==> config.mk <==
export PLATFORM = sky130hd
export DESIGN_NAME = acia_rx_fifo
export DESIGN_NICKNAME = d
export VERILOG_FILES = /design/src/rtl/acia_pkg.sv /design/src/rtl/acia_sync_fifo.sv /design/src/rtl/acia_rx_fifo.sv
export SDC_FILE = /design/constraint.sdc
export NUM_CORES = 1
export LEC_CHECK = 0
export BUFFER_PORTS_ARGS = -buffer_cell sky130_fd_sc_hd__buf_2
export CORE_MARGIN = 5
export CORE_UTILIZATION = 40
export CTS_BUF_LIST = sky130_fd_sc_hd__clkbuf_8 sky130_fd_sc_hd__clkbuf_16
export DETAILED_ROUTE_END_ITERATION = 6
export PLACE_DENSITY_LB_ADDON = 0.3
export SETUP_SLACK_MARGIN = 0.02
export SLEW_MARGIN = 40
export SYNTH_ARGS = -nofsm -noshare
export SYNTH_HDL_FRONTEND = slang
export SYNTH_HIERARCHICAL = 1
export SYNTH_SLANG_ARGS = --single-unit
==> constraint.sdc <==
create_clock -name clk -period 3.8 [get_ports clk]
set_input_delay 0.38 -clock clk [delete_from_list [all_inputs] [get_ports clk]]
set_output_delay 0.38 -clock clk [all_outputs]
set_load 0.01 [all_outputs]
==> src/rtl/acia_pkg.sv <==
// Shared types and constants for the ACIA receive path: parity codes, receiver
// FSM states and the per-character FIFO entry layout.
package acia_pkg;

  localparam int unsigned DATA_BITS_BASE = 5;

  localparam logic [1:0] PAR_NONE = 2'b00;
  localparam logic [1:0] PAR_EVEN = 2'b01;
  localparam logic [1:0] PAR_ODD  = 2'b10;

  typedef enum logic [2:0] {
    ST_IDLE   = 3'd0,
    ST_START  = 3'd1,
    ST_DATA   = 3'd2,
    ST_PARITY = 3'd3,
    ST_STOP1  = 3'd4,
    ST_STOP2  = 3'd5
  } rx_state_e;

  typedef struct packed {
    logic       ferr;
    logic       perr;
    logic [7:0] data;
  } rx_entry_t;

  // Index of the final data bit for a data_bits code (5 + code bits).
  function automatic logic [2:0] last_bit_idx(input logic [1:0] code);
    return 3'(DATA_BITS_BASE - 1) + 3'(code);
  endfunction

endpackage

==> src/rtl/acia_sync_fifo.sv <==
// First-word-fall-through FIFO; head shows combinationally, reads as zero when empty.
// A push into a full FIFO is dropped (o_drop) unless a pop frees the slot that cycle.
module acia_sync_fifo #(
  parameter int unsigned W  = 10,
  parameter int unsigned AW = 2
) (
  input  logic         clk,
  input  logic         reset_n,
  input  logic         i_push,
  input  logic [W-1:0] i_wdata,
  input  logic         i_pop,
  output logic [W-1:0] o_rdata,
  output logic         o_empty,
  output logic         o_full,
  output logic         o_drop
);

  localparam int unsigned DEPTH = 1 << AW;

  logic [W-1:0] r_mem [DEPTH];
  logic [AW:0]  r_wp;
  logic [AW:0]  r_rp;
  logic         w_do_pop;
  logic         w_do_push;

  assign o_empty   = (r_wp == r_rp);
  assign o_full    = (r_wp[AW] != r_rp[AW]) && (r_wp[AW-1:0] == r_rp[AW-1:0]);
  assign w_do_pop  = i_pop & ~o_empty;
  assign w_do_push = i_push & (~o_full | w_do_pop);
  assign o_drop    = i_push & ~w_do_push;
  assign o_rdata   = o_empty ? '0 : r_mem[r_rp[AW-1:0]];

  always_ff @(posedge clk) begin
    if (!reset_n) begin
      r_wp <= '0;
      r_rp <= '0;
    end else begin
      if (w_do_push) r_wp <= r_wp + (AW+1)'(1);
      if (w_do_pop)  r_rp <= r_rp + (AW+1)'(1);
    end
  end

  always_ff @(posedge clk) begin
    if (w_do_push) r_mem[r_wp[AW-1:0]] <= i_wdata;
  end

endmodule

==> src/rtl/acia_rx_fifo.sv <==
// ACIA serial receiver: deglitched line, programmable framing, tagged RX FIFO.
// Define ACIA_RX_BREAK_EN to add break detection and the rx_brk output.
module acia_rx_fifo
  import acia_pkg::*;
#(
  parameter int unsigned DIV_W   = 16,
  parameter int unsigned FIFO_AW = 2,
  parameter int unsigned DG_LEN  = 8
) (
  input  logic             clk,
  input  logic             reset_n,
  input  logic             pclk,
  input  logic [DIV_W-1:0] baud_div,
  input  logic [1:0]       data_bits,
  input  logic [1:0]       parity_mode,
  input  logic             two_stop,
  input  logic             rx_serial,
  input  logic             rd_stb,
  input  logic             err_clr,
  output logic [7:0]       rx_dat,
  output logic             rx_perr,
  output logic             rx_ferr,
  output logic             rx_avail,
  output logic             rx_full,
  output logic             rx_ovr
`ifdef ACIA_RX_BREAK_EN
  ,
  output logic             rx_brk
`endif
);

  logic [DG_LEN-1:0] r_dg;
  logic              r_line;
  rx_state_e         r_state;
  rx_state_e         w_next;
  logic [DIV_W-1:0]  r_cnt;
  logic [2:0]        r_bit;
  logic [7:0]        r_sh;
  logic              r_perr;
  logic              r_ferr;
  logic              r_ovr;
  logic [DIV_W-1:0]  w_div;
  logic              w_zero;
  logic              w_par_en;
  logic              w_last;
  logic              w_brk_hold;
  logic              w_push;
  rx_entry_t         w_push_ent;
  rx_entry_t         w_head;
  logic              w_empty;
  logic              w_full;
  logic              w_drop;
`ifdef ACIA_RX_BREAK_EN
  logic              r_allz;
  logic              r_brk;
`endif

  assign w_div    = (baud_div < DIV_W'(2)) ? DIV_W'(2) : baud_div;
  assign w_zero   = (r_cnt == '0);
  assign w_par_en = (parity_mode == PAR_EVEN) || (parity_mode == PAR_ODD);
  assign w_last   = (r_bit == last_bit_idx(data_bits));

  always_ff @(posedge clk) begin
    if (!reset_n) r_state <= ST_IDLE;
    else          r_state <= w_next;
  end

  always_comb begin
    w_next = r_state;
    if (pclk) begin
      case (r_state)
        ST_IDLE:   if (!r_line && !w_brk_hold) w_next = ST_START;
        ST_START:  if (w_zero) w_next = r_line ? ST_IDLE : ST_DATA;
        ST_DATA:   if (w_zero && w_last) w_next = w_par_en ? ST_PARITY : ST_STOP1;
        ST_PARITY: if (w_zero) w_next = ST_STOP1;
        ST_STOP1:  if (w_zero) w_next = two_stop ? ST_STOP2 : ST_IDLE;
        ST_STOP2:  if (w_zero) w_next = ST_IDLE;
        default:   w_next = ST_IDLE;
      endcase
    end
  end

  // Push happens on the final stop sample; the stop sample itself feeds ferr directly.
  always_comb begin
    w_push          = 1'b0;
    w_push_ent      = '0;
    w_push_ent.data = r_sh;
    w_push_ent.perr = r_perr;
    w_push_ent.ferr = r_ferr | ~r_line;
    if (pclk && w_zero) begin
      case (r_state)
        ST_STOP1: w_push = ~two_stop;
        ST_STOP2: w_push = 1'b1;
        default:  w_push = 1'b0;
      endcase
    end
  end

  // Line state only flips once the whole deglitch window agrees.
  always_ff @(posedge clk) begin
    if (!reset_n) begin
      r_dg   <= '1;
      r_line <= 1'b1;
    end else if (pclk) begin
      r_dg <= {r_dg[DG_LEN-2:0], rx_serial};
      if (&r_dg)       r_line <= 1'b1;
      else if (~|r_dg) r_line <= 1'b0;
    end
  end

  always_ff @(posedge clk) begin
    if (!reset_n) begin
      r_cnt  <= '0;
      r_bit  <= '0;
      r_sh   <= '0;
      r_perr <= 1'b0;
      r_ferr <= 1'b0;
    end else if (pclk) begin
      if (r_state == ST_IDLE) begin
        r_cnt  <= w_div >> 1;
        r_bit  <= '0;
        r_sh   <= '0;
        r_perr <= 1'b0;
        r_ferr <= 1'b0;
      end else if (w_zero) begin
        r_cnt <= w_div - DIV_W'(1);
        case (r_state)
          ST_DATA: begin
            r_sh[r_bit] <= r_line;
            r_bit       <= r_bit + 3'd1;
          end
          ST_PARITY: r_perr <= ((^r_sh) ^ r_line) != (parity_mode == PAR_ODD);
          ST_STOP1:  r_ferr <= r_ferr | ~r_line;
          default:   ;
        endcase
      end else begin
        r_cnt <= r_cnt - DIV_W'(1);
      end
    end
  end

`ifdef ACIA_RX_BREAK_EN
  // Break: every sample after the start bit was 0; hold off restarts until line idles.
  always_ff @(posedge clk) begin
    if (!reset_n) begin
      r_allz <= 1'b1;
      r_brk  <= 1'b0;
    end else if (pclk) begin
      if (r_state == ST_IDLE) r_allz <= 1'b1;
      else if (w_zero)        r_allz <= r_allz & ~r_line;
      if (w_push && r_allz && !r_line) r_brk <= 1'b1;
      else if (r_line)                 r_brk <= 1'b0;
    end
  end
  assign w_brk_hold = r_brk;
  assign rx_brk     = r_brk;
`else
  assign w_brk_hold = 1'b0;
`endif

  always_ff @(posedge clk) begin
    if (!reset_n)     r_ovr <= 1'b0;
    else if (w_drop)  r_ovr <= 1'b1;
    else if (err_clr) r_ovr <= 1'b0;
  end

  acia_sync_fifo #(
    .W  ($bits(rx_entry_t)),
    .AW (FIFO_AW)
  ) u_fifo (
    .clk     (clk),
    .reset_n (reset_n),
    .i_push  (w_push),
    .i_wdata (w_push_ent),
    .i_pop   (rd_stb),
    .o_rdata (w_head),
    .o_empty (w_empty),
    .o_full  (w_full),
    .o_drop  (w_drop)
  );

  assign rx_dat   = w_head.data;
  assign rx_perr  = w_head.perr;
  assign rx_ferr  = w_head.ferr;
  assign rx_avail = ~w_empty;
  assign rx_full  = w_full;
  assign rx_ovr   = r_ovr;

endmodule
==> results of run 1 <==
## per-layer routing
metal  wire (µm)  part of all wire (%)  track usage, %
met1        4490                    44            19.5
met5           0                     0               0
met4         184                   1.8            5.88
met3         603                   5.9            3.25
met2        5010                    49            24.1
## worst min-delay path by stage
stage / depth (start not counted) / start / end / slack, ps
2_1_floorplan: 1 / r_ferr / r_ferr / 430
3_3_place_gp: 1 / r_ferr / r_ferr / 440
3_5_place_dp: 1 / r_ferr / r_ferr / 450
4_1_cts: 3 / rx_serial / r_dg[0] / 250
5_1_grt: 3 / rx_serial / r_dg[0] / 260
6_report: 3 / rx_serial / r_dg[0] / 260
## synth_stat cells (all sizes together) (9+ instances only)
master and instances:
mux2i 22, nor2b 17, nand2 55, dfxtp 50, a31oi 10, clkbuf 21
nand3 15, edfxtp 40, a21oi 26, inv 17, o21ai 29, nor3 12
xnor2 23, nand4 9, nor2 23, mux4 10
## through the flow
| step | hold WS, ps | power, mW | setup WS (ps) | instances | util (%) |
|---|---|---|---|---|---|
| floorplan | 432 | 1.33 | 679 | 473 | - |
| detailed placement | 446 | 1.43 | 372 | 640 | 44.0 |
| global route | 260 | 2.46 | 144 | 656 | 46.7 |
| global placement | 444 | 1.43 | 348 | 640 | 44.0 |
| CTS | 247 | 2.37 | 363 | 656 | 46.7 |
| finish | 259 | 2.35 | 473 | 656 | 46.7 |
## kinds of logic after synthesis
kind of cell	Yosys count	share of synthesized area (%)
flip-flops	90	46.9
buffers and inverters	42	3.41
AO/OA/AOI/OAI	96	13.0
multiplexers	32	9.50
AND/OR/NAND/NOR	177	19.7
adder cells (fa/ha/maj)	8	2.13
XOR/XNOR	28	5.23
## report_power, final
group          total, mW  leakage (nW)  internal (mW)  switching, mW
clock network      0.933         0.152          0.528          0.405
registers           1.06         0.812           1.02         0.0320
logic              0.360          1.02          0.145          0.216
total               2.35          1.98           1.70          0.653
## worst max-delay path: stages (launching register included)
cell       delay [ps]
dfxtp_1           370
or4_1             610
nor3_1            240
nand2_1           140
a2111oi_0         610
buf_4             230
o41a_1            250
and2_1            510
## sequential cells by signal, indices dropped and copies added (netlist names), named ones only
name	cells
r_ferr	1
r_sh	8
r_state	3
r_bit	3
rx_ovr	1
u_fifo/r_mem	40
u_fifo/r_wp	3
u_fifo/r_rp	3
r_dg	8
r_perr	1
r_line	1
r_cnt	16
## cell type report
type	count	area, µm²
Sequential cell	90	2200
Inverter	17	63.8
Tap cell	143	179
Multi-Input combinational cell	341	2330
Fill cell	1047	6110
Clock buffer	9	225
Clock inverter	7	88.8
Timing Repair Buffer	49	270
## placed cells by master (no fill, tap or decap), drive strengths merged, types with 3 or more instances in the layout
master	Yosys	layout
nand2b	7	7
o21a	3	3
nand4b	3	3
o211ai	6	6
nand3b	4	4
a21oi	26	26
a211oi	4	4
nand2	55	55
mux4	10	10
xnor2	23	23
nor4	7	7
inv	17	22
o21ai	29	29
a31oi	10	10
nand3	15	15
xor2	5	5
nor2b	17	17
or4	5	5
clkbuf	21	9
nor3	12	12
nor2	23	23
dfxtp	50	50
buf	4	49
ha	8	8
mux2i	22	22
or3	3	3
nand4	9	9
edfxtp	40	40
and2	8	8
==> metrics.md, run 1 <==
| Metric | Value |
|---|---|
| Synth top area share | between 20% and 30% |
| Root Driver | clkbuf_16 |
| Die height | between 100 and 150 µm |
| Flop and latch count out of synthesis | 90 |
| Diodes inserted | 0 |
| Achievable clock frequency | ~300 MHz |
| CP Max Fanout | 10 |
| Synthesized Nets | approximately 500 |
| R2r setup slk | around 470 ps |
| RD Place Congestion | 0.938 |
| DIE WIDTH | around 120 µm |
| Fin crit share | slightly below 90% |
| Setup bufs post-CTS | 0 |
| Avg WL per Cell | 15.7 µm |
| Initial Util | 40.9% |
| RSZ-0062 raised after global routing | no |
| Area Growth Syn to Fin | 14.2% |
| Type of origin of the critical path | flip-flop |
| Worst-Margin Slew | between 600 and 700 ps |
| Design area | 5360 µm² |
| Num ports | 40 |
| Count of final hold-check violations | 0 |
| GRT overflow | 0 |
| Setup violations, final | 0 |
| Synthesized area | about 4700 µm² |
| Post-Route Setup TNS | 0 ps |
| Global-route wire length before repair | 17.4 mm |
| Num Clock Sinks | 90 |
| P per Cell Area | 439 nW/µm² |
| CTS Hold Bufs | 0 |
| Post-synth top flop | dfxtp_1 |
| GRT Overall Usage | between 10% and 20% |
| Worst Setup End Kind | flip-flop |
| Post-CTS sizing | 0 |
| Maxcap violations | 0 |
| Share of cells above drive strength 1 | approximately 16% |
| # rows | 39 |
| Net count, final | approximately 540 |
| Status | finished, final reports clean |
| Drc violations | 0 |
| VDD IR-drop max | roughly 0.28 mV |
| Clock Tree Buf Depth | 2 |
| Routed wire length | approximately 10 mm |
| DR vias/cell | around 5.6 |
| Via count | between 3,000 and 4,000 |
| Post-synth EDFFs | 40 |
| Kind of critical path | flip-flop to flip-flop |
| Async S/R FF share, synth | 0% |
| CTS tree | built |
| Static leakage | 1.98 nW |
| Cell depth of the worst flop-to-flop path | 7 |
| Netlist cell types | 56 |
| Number of global-route vias before repair | 3,553 |
| Placed cell area | 5040 µm² |
| Syn Inst Count | 473 |
| Setup Skew | roughly 9 ps |
| H-Tree Depth | 3 |
| Clk_lat worst skew | 340 ps |
| R2R Path Start | r_cnt[9] |
| First-pass detailed-route iteration total | 4 |
| Min cycle time layout | between 3000 and 4000 ps |
| Largest cells by area after synthesis | edfxtp_1 26%, dfxtp_1 21%, mux4_2 4.8% |
| Clock-pin slew on the worst setup and hold paths | roughly 70 ps |
| Worst hold path type | input pin to flip-flop |
| First-iteration detailed-routing DRC count | approximately 210 |
| CP required | approximately 3800 ps |
| Sequential element share of the synthesized area | 46.9% |
| Worst slew margin | 53.5% |
| Hpwl dp | about 7.2 mm |
| Routed Antenna Nets | 0 |
| Area leader, netlist | edfxtp_1 |
| Core footprint | between 10,000 and 15,000 µm² |
| Critical Path End | u_fifo/r_mem[1][2] |
| Initial antenna violation count | 0 |
| Die area | about 14,000 µm² |
| Beginning of the critical path | r_cnt[9] |
| Port Buffer Count | 39 |
| Pins Over Slew Limit | 0 |
| Largest net degree at the start of global routing | 47 |
| TritonCTS Buffers | 9 |
| RR Endpoint | u_fifo/r_mem[1][2] |
| Avg Cell Area, Syn | 9.92 µm² |
| Yosys warnings | 6 |
| WP data arrival | approximately 3300 ps |
Power figures use the tool's default switching activity.
==> run 2, diff against run 1 <==
==> constraint.sdc (replaced) <==
create_clock -name clk -period 3.8 [get_ports clk]
set_input_delay 0.95 -clock clk [delete_from_list [all_inputs] [get_ports clk]]
set_output_delay 0.95 -clock clk [all_outputs]
set_load 0.01 [all_outputs]
==> run 2 against run 1 <==
Via count rose by 0.60%. Combinational power rose by 2%. Clock-buffer cell count unchanged. Maximum frequency fell by 4.8%. Wire length about the same. Highest routed layer unchanged.
==> metrics.md, run 2 (same netlist as run 1, synthesis figures left out) <==
| Metric | Value |
|---|---|
| Hold_ws | 465 ps (+206 ps) |
| Share of cells above drive strength 1 | 17.5% (+1.3 points) |
| RD Place Congestion | 0.873 (-7.0%) |
| Initial Util | 40.9% (unchanged) |
| Status | finished, final reports clean |
| Worst Path Buf+Inv | 1 (unchanged) |
| Avg WL per Cell | 15.5 µm (-1.2%) |
| CTS Hold Bufs | 0 (unchanged) |
| Final worst slack | 306 ps (-166 ps) |
| Most frequent cells in the layout | 55 x nand2_1, 50 x dfxtp_1, 40 x edfxtp_1 |
| Routed Antenna Nets | 0 (unchanged) |
| Largest net degree at the start of global routing | 30 (-36%) |
| Static leakage | 2.02 nW (+1.6%) |
| Num ports | 40 (unchanged) |
| Setup violations, final | 0 (unchanged) |
| Post-CTS sizing | 0 (unchanged) |
| CP peak stage delay | 540 ps (-70 ps) |
| First-pass detailed-route iteration total | 5 (+1) |
| Die area | 14,000 µm² (unchanged) |
| Final Util | 47.1% (+0.43 points) |
| P per Cell Area | 430 nW/µm² (-2.0%) |
| Routed wire length | 10.3 mm (about the same) |
| # rows | 39 (unchanged) |
| Worst hold path type | flip-flop to flip-flop |
| Type of origin of the critical path | input pin |
| Worst Setup End Kind | flip-flop |
| CP dominant cell by count | or4_4 |
| Drc violations | 0 (unchanged) |
| Port Buffer Count | 39 (unchanged) |
| Clock Tree Buf Depth | 2 (unchanged) |
| TritonCTS Buffers | 9 (unchanged) |
| Via count | 3,695 (+0.60%) |
| Max reg flops | 40 (unchanged) |
| Number of global-route vias before repair | 3,583 (+0.84%) |
| R2R Path Start | r_cnt[9] |
| CP delay by family, top | simple AND/OR/NAND/NOR gates |
| Setup bufs post-CTS | 0 (unchanged) |
| FILL cells | 1,104 (+5.4%) |
| Area Growth Syn to Fin | 15.3% |
| Setup WS pre-CTS | -71.3 ps (-443 ps) |
| Min cycle time layout | 3490 ps (+166 ps) |
| CTS tree | built |
| H-Tree Depth | 3 (unchanged) |
| Cell depth of the worst flop-to-flop path | 7 (unchanged) |
| Post-Route Setup TNS | 0 ps (unchanged) |
| CP required | 4040 ps (+260 ps) |
| RR Endpoint | u_fifo/r_mem[0][8] |
| R2r setup slk | 500 ps (+30 ps) |
| Num Clock Sinks | 90 (unchanged) |
| DR vias/cell | 5.56 (-0.61%) |
| VDD IR-drop max | 0.215 mV (-24%) |
| Kind of critical path | input pin to flip-flop |
| Hpwl dp | 7.27 mm (+0.86%) |
| Critical Path Slowest Stage Cell | or4_4 |
| Worst slew margin | 53.0% (-0.47 points) |
| Achievable clock frequency | 286 MHz (-4.8%) |
| Hold Path Depth | 1 (-2) |
| Setup Skew | 7.55 ps (-1.57 ps) |
| Fin crit share | 91.9% (+4.4 points) |
| CP Max Fanout | 3 (-7) |
| Placed cell area | 5100 µm² (+1.2%) |
| RSZ-0062 raised after global routing | no |
| Hold path endpoint | r_ferr |
| Maxcap violations | 0 (unchanged) |
| Clk_lat worst skew | 340 ps (about the same) |
| Design area | 5410 µm² (+0.91%) |
| Initial antenna violation count | 0 (unchanged) |
| Min-delay src | r_ferr |
| Root Driver | clkbuf_16 |
| Count of final hold-check violations | 0 (unchanged) |
| WP data arrival | 3730 ps (+420 ps) |
| GRT overflow | 0 (unchanged) |
| Commonest non-fill, non-tap cell in the layout | nand2_1 |
| Global-route wire length before repair | 17.3 mm (-0.52%) |
| First-iteration detailed-routing DRC count | 195 (-5.8%) |
| DIE WIDTH | 118 µm (unchanged) |
| Diodes inserted | 0 (unchanged) |
| GRT Overall Usage | 14.9% (-0.019 points) |
| Core footprint | 11,500 µm² (unchanged) |
| Worst-Margin Slew | 704 ps (+7.04 ps) |
| Clock-pin slew on the worst setup and hold paths | 70 ps (about the same) |
| Crit path cell chain | buf_2 > or4_4 > or4_4 > or2_4 > a31oi_4 > ha_1 > nand3_1 > o41ai_1 > o21ai_0 > a211oi_1 > o22ai_1 > and2_1 |
| Crit path depth | 12 (+5) |
| Pins Over Slew Limit | 0 (unchanged) |
| Net count, final | 551 (+1.5%) |
| Die height | 118 µm (unchanged) |
## run 2: changes by cell type in the layout (fill, tap and decap cells not counted)
cell | previous run | this run
clkinv_8 | 0 | 1
bufinv_16 | 1 | 0
clkinv_4 | 0 | 2
a2111oi_1 | 0 | 1
inv_6 | 2 | 1
buf_4 | 10 | 18
clkinvlp_4 | 1 | 0
a2111oi_0 | 1 | 0
## run 2: routing by layer
layer | track usage, % | share of wire, %
met5 | 0 | 0
met3 | 3.34 | 4.7
met2 | 23.9 | 48
met1 | 19.8 | 46
met4 | 5.23 | 1.6
## run 2: where the power goes
part / switching [mW] / total (mW) / internal (mW)
Sequential: 0.0312 / 1.06 / 1.02
Combinational: 0.215 / 0.368 / 0.153
Clock: 0.432 / 0.900 / 0.468
## run 2: how the worst max path moves through the flow
stage	from	end
after floorplan	baud_div[6]	r_cnt[6]
after global placement	baud_div[6]	r_cnt[10]
after detailed placement	baud_div[6]	r_cnt[6]
after CTS	baud_div[6]	r_cnt[6]
after global routing	baud_div[6]	r_cnt[6]
final	baud_div[6]	r_cnt[6]
## run 2: cell type report
cell class	instances	area, µm²	share of cell area, %
clock inverter	7	76.3	1.41
clock buffer	9	225	4.17
sequential	90	2200	40.7
multi-input combinational	341	2330	43.1
tap	143	179	3.31
inverter	17	63.8	1.18
timing repair buffer	57	330	6.11
## run 2: metrics by stage
step                      power, mW  instances
after floorplan                1.33        473
after global placement         1.44        648
after detailed placement       1.44        648
after CTS                      2.34        664
after global routing           2.44        664
final                          2.32        664
